$ cat config.mk
export PLATFORM = sky130hd
export DESIGN_NAME = zint_gen
export DESIGN_NICKNAME = d
export VERILOG_FILES = /design/src/rtl/zint_pkg.sv /design/src/rtl/zint_gen_sync2.sv /design/src/rtl/zint_gen.sv
export SDC_FILE = /design/constraint.sdc
export NUM_CORES = 1
export LEC_CHECK = 0
export ABC_AREA = 1
export CAP_MARGIN = 20
export CORE_ASPECT_RATIO = 0.6
export CORE_MARGIN = 8
export CORE_UTILIZATION = 45
export DETAILED_ROUTE_END_ITERATION = 6
export PLACE_DENSITY = 0.67
export SLEW_MARGIN = 25
export SYNTH_ARGS = -nofsm -noshare
export SYNTH_HDL_FRONTEND = slang
export SYNTH_SLANG_ARGS = --single-unit
$ cat constraint.sdc
create_clock -name fclk -period 4.15 [get_ports fclk]
set_input_delay 0.83 -clock fclk [delete_from_list [all_inputs] [get_ports fclk]]
set_output_delay 0.83 -clock fclk [all_outputs]
set_load 0.05 [all_outputs]
$ cat src/rtl/zint_pkg.sv
// Shared definitions for the ZX-bus INT pulse generator.
package zint_pkg;

    typedef enum logic [1:0] {
        IDLE    = 2'd0,
        PULSE   = 2'd1,
        HOLDOFF = 2'd2
    } zint_state_t;

    localparam int PEND_W5300 = 0;
    localparam int PEND_SL811 = 1;

endpackage

$ cat src/rtl/zint_gen_sync2.sv
// Two-flop synchroniser with a configurable reset level.
module sync2 #(
    parameter logic RST_VAL = 1'b0
) (
    input  logic fclk,
    input  logic rst_n,
    input  logic d,
    output logic q
);

    logic meta;

    always_ff @(posedge fclk or negedge rst_n) begin
        if (!rst_n) begin
            meta <= RST_VAL;
            q    <= RST_VAL;
        end else begin
            meta <= d;
            q    <= meta;
        end
    end

endmodule

$ cat src/rtl/zint_gen.sv
// Synchronises W5300/SL811 interrupts, latches them as pending bits and emits
// bounded-width, rate-limited INT pulses.  States: IDLE | wait for pending,
// PULSE | INT driven low, HOLDOFF | enforced gap before the next pulse.
module zint_gen
    import zint_pkg::*;
#(
    parameter int PULSE_CYCLES   = 32,
    parameter int HOLDOFF_CYCLES = 256
) (
    input  logic       fclk,
    input  logic       rst_n,
    input  logic       w5300_int_n,
    input  logic       sl811_intrq,
    input  logic       ena_w5300_int,
    input  logic       ena_sl811_int,
    input  logic       ena_zxbus_int,
    input  logic       stat_rd_stb,
    output logic [1:0] pending,
    output logic       zint_oe,
    output logic       busy
);

    localparam int MAX_CYCLES = (PULSE_CYCLES > HOLDOFF_CYCLES) ? PULSE_CYCLES : HOLDOFF_CYCLES;
    localparam int CNT_W      = (MAX_CYCLES <= 1) ? 1 : $clog2(MAX_CYCLES);
    localparam logic [CNT_W-1:0] PULSE_LOAD   = CNT_W'(PULSE_CYCLES - 1);
    localparam logic [CNT_W-1:0] HOLDOFF_LOAD = CNT_W'(HOLDOFF_CYCLES - 1);

    logic        w5300_int_n_s;
    logic        sl811_intrq_s;
    logic [1:0]  req;
    logic [1:0]  ena_src;

    zint_state_t      state;
    logic [CNT_W-1:0] cnt;

    sync2 #(.RST_VAL(1'b1)) u_sync_w5300 (
        .fclk  (fclk),
        .rst_n (rst_n),
        .d     (w5300_int_n),
        .q     (w5300_int_n_s)
    );

    sync2 #(.RST_VAL(1'b0)) u_sync_sl811 (
        .fclk  (fclk),
        .rst_n (rst_n),
        .d     (sl811_intrq),
        .q     (sl811_intrq_s)
    );

    assign req[PEND_W5300]     = ~w5300_int_n_s & ena_w5300_int;
    assign req[PEND_SL811]     = sl811_intrq_s & ena_sl811_int;
    assign ena_src[PEND_W5300] = ena_w5300_int;
    assign ena_src[PEND_SL811] = ena_sl811_int;

    // Set beats clear, so a source still asserted survives a status read.
    always_ff @(posedge fclk or negedge rst_n) begin
        if (!rst_n) begin
            pending <= 2'b00;
        end else begin
            for (int i = 0; i < 2; i++) begin
                if (req[i])
                    pending[i] <= 1'b1;
                else if (stat_rd_stb || !ena_src[i])
                    pending[i] <= 1'b0;
            end
        end
    end

    always_ff @(posedge fclk or negedge rst_n) begin
        if (!rst_n) begin
            state   <= IDLE;
            cnt     <= '0;
            zint_oe <= 1'b0;
        end else begin
            case (state)
                IDLE: begin
                    if ((|pending) && ena_zxbus_int) begin
                        state   <= PULSE;
                        cnt     <= PULSE_LOAD;
                        zint_oe <= 1'b1;
                    end
                end
                PULSE: begin
                    if (!ena_zxbus_int || cnt == '0) begin
                        state   <= HOLDOFF;
                        cnt     <= HOLDOFF_LOAD;
                        zint_oe <= 1'b0;
                    end else begin
                        cnt <= cnt - CNT_W'(1);
                    end
                end
                HOLDOFF: begin
                    if (cnt == '0)
                        state <= IDLE;
                    else
                        cnt <= cnt - CNT_W'(1);
                end
                default: begin
                    state   <= IDLE;
                    cnt     <= '0;
                    zint_oe <= 1'b0;
                end
            endcase
        end
    end

    assign busy = (state == PULSE) || (state == HOLDOFF);

endmodule

* Word-level counts from Yosys, hierarchy flattened *
Index checks and enable logic that the tools add are counted.

storage, ports and cells
  flip-flop bits (word level) = 17
  input bits = 8
  output and inout bits = 4
  word-level logic and storage cells = 51

operators by class
  add/subtract/negate cells = 1
  equal/unequal tests = 6
  mux-type cells = 15
  bitwise gates (word level) = 4
  reduce and logical (&&, ||, !) cells = 16

operator list
  operator                                                                number
  8-bit 2-to-1 mux                                                        3
  8-bit one-hot mux with 3 select lines                                   1
  8-bit zero test                                                         1
  2-bit != test (second input constant)                                   4
  8-bit by 1-bit subtractor with 8-bit output (second input constant)     1
  1-bit 2-to-1 mux                                                        6
  2-bit 2-to-1 mux                                                        3
  2-bit one-hot mux with 3 select lines                                   1
  3-bit AND reduction                                                     2
  1-bit logical OR                                                        4
  2-bit nonzero test                                                      2
  1-bit zero test                                                         3
  1-bit one-hot mux with 3 select lines                                   1
  1-bit bitwise AND                                                       2
  2-bit by 1-bit equality test with 1-bit output (second input constant)  1
  2-bit equality test (second input constant)                             1
  2-bit zero test                                                         1
  1-bit NOT                                                               2
  2-bit AND reduction                                                     1
  2-bit OR reduction                                                      1
  1-bit logical AND                                                       1

* Depth between registers and ports, before layout *
Gate-level depths: netlist of run 1.

  depth in word-level cells = 4
  gate-level depth with buffers = 9
  depth with buffers taken out = 9

* Hierarchy *
From an unflattened synthesis of run 1, not the netlist that was laid out.

second synthesis, totals
  cells, all modules = 143
  area total of the unflattened synthesis = 1,109.8 µm²

by module, submodules not included
  module                instances  cells each  area each (µm²)  sequential area each (µm²)
  zint_gen              1          139         1,007.2          325.3
  sync2 (u_sync_w5300)  1          2           52.6             52.6
  sync2 (u_sync_sl811)  1          2           50.0             50.0

* Worst setup path before layout of run 1 *
Ideal clock, no wire load.

  path type = register to output
  start point = register state[0]
  end point = output busy
  arrival time = 0.973 ns
  path slack = 2.347 ns
  cell stages (with the launch flop) = 3
  cells stage by stage = dfrtp_1 inv_1 ha_1

between the ends
  word-level cells in the longest chain between the ends = 2

RTL lines
  what                                                                                          RTL line         text
  from (decl)                                                                                   zint_gen.sv:33   zint_state_t state;
  from (signal assigned)                                                                        zint_gen.sv:71   state <= IDLE;
  from (signal assigned)                                                                        zint_gen.sv:78   state <= PULSE;
  from (signal assigned)                                                                        zint_gen.sv:85   state <= HOLDOFF;
  2-bit by 1-bit equality test with 1-bit output / 2-bit equality test (equally long branches)  zint_gen.sv:107  assign busy = (state == PULSE) || (state == HOLDOFF);
  1-bit logical OR *                                                                            zint_gen.sv:107
  to (decl)                                                                                     zint_gen.sv:20   output logic busy

Every way passes the cells marked *; elsewhere a longest branch is shown, timed or not.

* Worst setup path in the final report of run 1 *
Ends and elaborated chain as after synthesis.

==> impl_metrics.py, run 1 <==
metrics = {
    "floorplanning": {
        "core_area_sq_um": 2130,
        "die_h_microns": 52.5,
        "fp-row-count": 13,
        "dieArea_sq_um": 4040,
        "die_w_microns": 76.9,
        "ios": 12,
        "start_util_pct": 47.0,
    },
    "yosys": {
        "synth_top_cell_area_share_pct": 37.5,
        "synthTopCellsByArea": "dfrtp_1, nand2_1, ha_1, nand3_1, inv_1",
        "yosysWarnings": 0,
        "synth_xor_area_share_pct": 0,
        "synth_mux_area_share_pct": 0,
        "synth_ff_type": "dfrtp_1",
        "synth_common_cells": "nand2_1, inv_1, dfrtp_1, nand3_1, nor2_1",
        "syn-mean-instance-area_sq_um": 7.36,
        "syn-cell-area_sq_um": 1000,
        "synth-compound-area-share_pct": 5.75,
        "yosysMostFrequentCell": "nand2_1",
        "yosys.area_share.adder_pct": 7.50,
        "synth_top_cell_by_area": "dfrtp_1",
        "synth_edf_count": 0,
        "synth_top_family_by_area": "simple AND/OR/NAND/NOR gates",
        "synth_seq_area_share_pct": 42.8,
        "postSynth.asyncResetShare_pct": 100,
        "syn_inst": 136,
        "synth-simple-area-share_pct": 36.5,
        "synthesis.nets": 150,
        "synth-seq-cells": 17,
        "ys_types": 20,
    },
    "setup_path": {
        "cp-start-kind": "register",
        "crit_path_start": "state[0]",
        "cp.arrival_ns": 1.84,
        "critPathMaxStageDelay_ns": 0.81,
        "endpoint_kind": "output port",
        "crit_required_ns": 3.32,
        "reg2reg_from": "state[0]",
        "cp_max_fo": 4,
        "cp_top_family": "buffers and inverters",
        "critPathKind": "reg -> out",
        "slowest_stage": "clkdlybuf4s50_1",
        "cp_cell_sequence": "inv_1, ha_1, clkdlybuf4s50_1",
        "worst-path-stages": 3,
        "r2r_cells": 8,
        "cp_num_buf_inv": 2,
    },
    "global_route": {
        "grt-ovfl-total": 0,
        "grt_usage_pct": 11.5,
        "use_met2_pct": 17.5,
        "grt_pass1_wl_mm": 3.62,
        "met3_usage_pct": 3.94,
        "grt_busiest_layer": "met2",
        "grt_util_met1_pct": 14.2,
        "grt_max_degree": 18,
        "antenna_found_initial": 0,
        "grt_pass1_vias": 772,
    },
    "power": {
        "power_density_nw_per_um2": 765,
        "vdd_drop_max_mv": 0.329,
        "leakage_nw": 0.625,
        "power_uw": 909,
    },
    "drt": {
        "vias": 881,
        "drt_iter0_drc": 61,
        "drc": 0,
        "avgViaCountPerCell": 4.89,
        "wl_mm": 2.12,
        "avgRoutedWirePerCell_microns": 11.8,
        "antenna_left": 0,
        "first_pass_iters": 4,
    },
    "layout": {
        "areaGrowthSynthToFinish_pct": 18.6,
        "design_area_sq_um": 1190,
        "multi_input_area_sq_um": 498,
        "drive_gt1_share_pct": 10.0,
        "n_fill_cell": 202,
        "nets": 165,
        "register_area_sq_um": 428,
        "antennaDiodeCount": 0,
    },
    "placed_design": {
        "port_buffers": 11,
        "pre_cts_ws_ns": 1.77,
        "dpl.hpwl_mm": 1.62,
        "place_area_sq_um": 1140,
        "place_congestion": 0.826,
    },
    "cts": {
        "path_clk_slew_ns": 0.07,
        "hold_buffers": 0,
        "cts_root_buffer": "clkbuf_8",
        "cts.sinks": 17,
        "cts_resized": 0,
        "clk_latency_ns": 0.26,
        "cts.path.max_buffers": 2,
        "post_cts_buffers": 0,
        "cts_max_level": 1,
        "cts_tree": "built",
        "cts-buffers-inserted": 3,
    },
    "timing": {
        "rsz0062_at_grt": "false",
        "setup_viol": 0,
        "holdWs_ns": 0.361,
        "finalCritPeriodShare_pct": 64.3,
        "tightest_slew_ns": 0.772,
        "setup_tns_ns": 0,
        "maxSlewHeadroom_pct": 48.4,
        "hold_viol": 0,
        "final.setup.worst_slack_ns": 1.48,
        "fmax_ghz": 0.375,
        "fin_skew_ns": 0.000902,
        "report.final.slew_viol_count": 0,
        "period_needed_ns": 2.67,
    },
    "worst_hold_path": {
        "min_path_cells": 0,
        "worstHoldStart": "u_sync_w5300.meta",
        "hold_class": "reg -> reg",
    },
    "run": {
        "max_cap_viol_count": 0,
    },
    "outcome": {
        "outcome": "finished clean",
    },
}
sequential cells by signal, indices dropped and copies added, names as in the netlist:
register,cells
cnt,8
pending,2
state,2
u_sync_sl811.meta,1
u_sync_sl811.q,1
u_sync_w5300.meta,1
u_sync_w5300.q,1
zint_oe,1
layout by cell type, fill, tap and decap left out:
cell and count:
o21ai_0 2, inv_2 1, clkinv_2 1, o21ai_1 2
clkbuf_8 3, nor2_2 1, nand2_2 3, o21bai_1 1
or2_1 2, clkdlybuf4s50_1 11, ha_1 6, nand3_1 15
o21ai_2 1, inv_1 17, nor2_1 12, a21boi_0 1
a21oi_2 1, dfstp_2 2, a21oi_1 1, nand3_2 2
dfrtp_1 15, nand2_1 50
stage by stage:
step	std cells	util [%]
final	180	55.7
after floorplan	136	-
after CTS	180	55.7
after detailed placement	176	53.6
after global routing	180	55.7
after global placement	176	53.6
cells by family after synthesis:
logic type      after synthesis
compound gates                9
fa+ha+maj                     6
buf+inv                      19
flops                        17
simple gates                 85
per-layer routing:
| metal | share of wire (%) | vias up |
|---|---|---|
| met4 | 1.9 | 0 |
| met1 | 51 | 413 |
| met5 | 0 | - |
| met3 | 4.7 | 5 |
| li1 | - | 448 |
| met2 | 42 | 15 |
where the power goes:
part	total, mW	switching (mW)	internal [mW]
sequential	0.273	0.0507	0.222
combinational	0.509	0.336	0.173
clock	0.126	0.0597	0.0667
total	0.909	0.446	0.462
cell type report:
cell class	instances	area share [%]
well taps	30	3.16
repair buffers	11	9.27
clock buffers	3	3.48
inverters	18	5.69
flip-flops and latches	17	36.0
clock inverters	1	0.421
multi-input cells	100	41.9
path summary, 6_finish.rpt:
path | endpoint | slack (ns)
setup reg to reg | cnt[1] | 2.54
hold reg to reg | u_sync_w5300.q | 0.36
max in group asynchronous | cnt[5] | 2.64
hold / removal | u_sync_w5300.q | 0.36
setup / recovery | busy | 1.48
min in group asynchronous | u_sync_sl811.meta | 1.03
No activity file was read; power rests on OpenSTA's default activity.
==> run 2, diff against run 1 <==
PLACE_DENSITY = 0.69   (was 0.67)
clock period = 2.3 ns   (was 4.15 ns; I/O delays follow)
==> impl_metrics.py, run 2 (synthesized netlist as in run 1, its figures left out) <==
metrics = {
    "placed_design": {
        "port_buffers": 11,
        "dpl.hpwl_mm": 1.70,
        "place_area_sq_um": 1150,
        "place_congestion": 0.836,
    },
    "layout": {
        "final_common_cell": "nand2_1",
        "layout_common_cells": "nand2_1, inv_1, nand3_1, dfrtp_1, nor2_1",
        "nets": 166,
        "antennaDiodeCount": 0,
        "design_area_sq_um": 1190,
        "drive_gt1_share_pct": 11.3,
        "areaGrowthSynthToFinish_pct": 19.1,
        "largest_register": "cnt",
        "n_fill_cell": 202,
        "largest_register_ffs": 8,
        "top_regs": "cnt (8), pending (2), state (2)",
    },
    "timing": {
        "hold_viol": 0,
        "setup_tns_ns": 0,
        "finalCritPeriodShare_pct": 82.9,
        "setup_viol": 0,
        "tightest_slew_ns": 0.502,
        "rsz0062_at_grt": "false",
        "maxSlewHeadroom_pct": 66.5,
        "period_needed_ns": 1.91,
        "fmax_ghz": 0.524,
        "report.final.slew_viol_count": 0,
        "fin_skew_ns": 0.00647,
    },
    "drt": {
        "vias": 883,
        "avgViaCountPerCell": 4.88,
        "drc": 0,
        "antenna_left": 0,
        "avgRoutedWirePerCell_microns": 12.0,
        "first_pass_iters": 5,
        "drt_iter0_drc": 59,
        "wl_mm": 2.18,
    },
    "setup_path": {
        "endpoint_kind": "output port",
        "cp-start-kind": "register",
        "r2r_setup_slack_ns": 0.63,
        "cp_cell_sequence": "clkdlybuf4s50_1",
        "crit_required_ns": 1.84,
        "slowest_stage": "clkdlybuf4s50_1",
        "cp_max_fo": 3,
        "r2r_cells": 8,
        "critPathKind": "reg -> out",
        "reg2reg_from": "state[1]",
        "r2r-end": "cnt[1]",
        "cp_num_buf_inv": 1,
        "cp.arrival_ns": 1.45,
        "cp_top_family": "buffers and inverters",
        "critPathMaxStageDelay_ns": 0.81,
    },
    "floorplanning": {
        "die_h_microns": 52.5,
        "start_util_pct": 47.0,
        "die_w_microns": 76.9,
        "core_area_sq_um": 2130,
        "ios": 12,
        "fp-row-count": 13,
        "dieArea_sq_um": 4040,
    },
    "global_route": {
        "antenna_found_initial": 0,
        "grt_usage_pct": 11.6,
        "grt_pass1_wl_mm": 3.66,
        "grt_max_degree": 18,
        "grt-ovfl-total": 0,
        "grt_pass1_vias": 808,
    },
    "cts": {
        "cts_tree": "built",
        "hold_buffers": 0,
        "cts-buffers-inserted": 3,
        "post_cts_buffers": 0,
        "cts_resized": 0,
        "cts.path.max_buffers": 2,
        "clk_latency_ns": 0.26,
        "cts.sinks": 17,
        "cts_max_level": 1,
        "cts_root_buffer": "clkbuf_8",
        "path_clk_slew_ns": 0.07,
    },
    "worst_hold_path": {
        "worstHoldStart": "u_sync_sl811.meta",
        "min_path_cells": 0,
        "hold_class": "reg -> reg",
        "hold_path_end": "u_sync_sl811.q",
    },
    "power": {
        "leakage_nw": 0.631,
        "power_density_nw_per_um2": 1380,
        "vdd_drop_max_mv": 0.654,
    },
    "run": {
        "max_cap_viol_count": 0,
    },
    "outcome": {
        "outcome": "finished clean",
    },
}
## run 2: cell count changes in the layout (fill, tap and decap cells not counted), sizes merged
cell	change
clkdlybuf4s50	-1
buf	+2
## run 2: power by group
part / leakage, nW / switching (mW) / internal (mW) / total (mW)
Clock: 0.0255 / 0.105 / 0.120 / 0.225
Combinational: 0.399 / 0.617 / 0.309 / 0.927
Sequential: 0.206 / 0.0964 / 0.401 / 0.497
## run 2: worst max-delay path by stage
stage               slack [ns]           from          to  cells past startpoint
floorplan                 0.85       state[0]      cnt[1]                      9
global placement          0.64  ena_zxbus_int    state[0]                      8
detailed placement        0.61  ena_zxbus_int    state[1]                      8
CTS                       0.38     pending[1]  pending[1]                      1
global route              0.35     pending[1]  pending[1]                      1
finish                    0.39     pending[1]  pending[1]                      1
## run 2: area by class of cell
| type | count | area [sq um] | share of cell area (%) |
|---|---|---|---|
| clock buffer | 3 | 41.3 | 3.46 |
| clock inverter | 1 | 5.00 | 0.420 |
| inverter | 18 | 67.6 | 5.67 |
| multi-input combinational | 100 | 498 | 41.8 |
| sequential | 17 | 428 | 35.9 |
| tap | 30 | 37.5 | 3.15 |
| timing repair buffer | 12 | 115 | 9.65 |
## run 2: layer usage
metal	vias to the layer above	track usage, %	part of all wire [%]
li1	450	-	-
met3	4	3.77	5.5
met4	0	3.80	1.0
met5	-	0	0
met2	18	18.0	44
met1	411	14.9	49
## run 2: metrics by stage
step | util (%) | cells | hold WS, ns | power [mW] | setup WS (ns)
2_1_floorplan | - | 136 | 0.164 | 1.20 | 0.847
3_3_place_gp | 53.8 | 177 | 0.333 | 1.38 | 0.641
3_5_place_dp | 53.8 | 177 | 0.345 | 1.42 | 0.614
4_1_cts | 56.0 | 181 | 0.358 | 1.65 | 0.380
5_1_grt | 56.0 | 181 | 0.359 | 1.81 | 0.345
6_report | 56.0 | 181 | 0.355 | 1.65 | 0.392
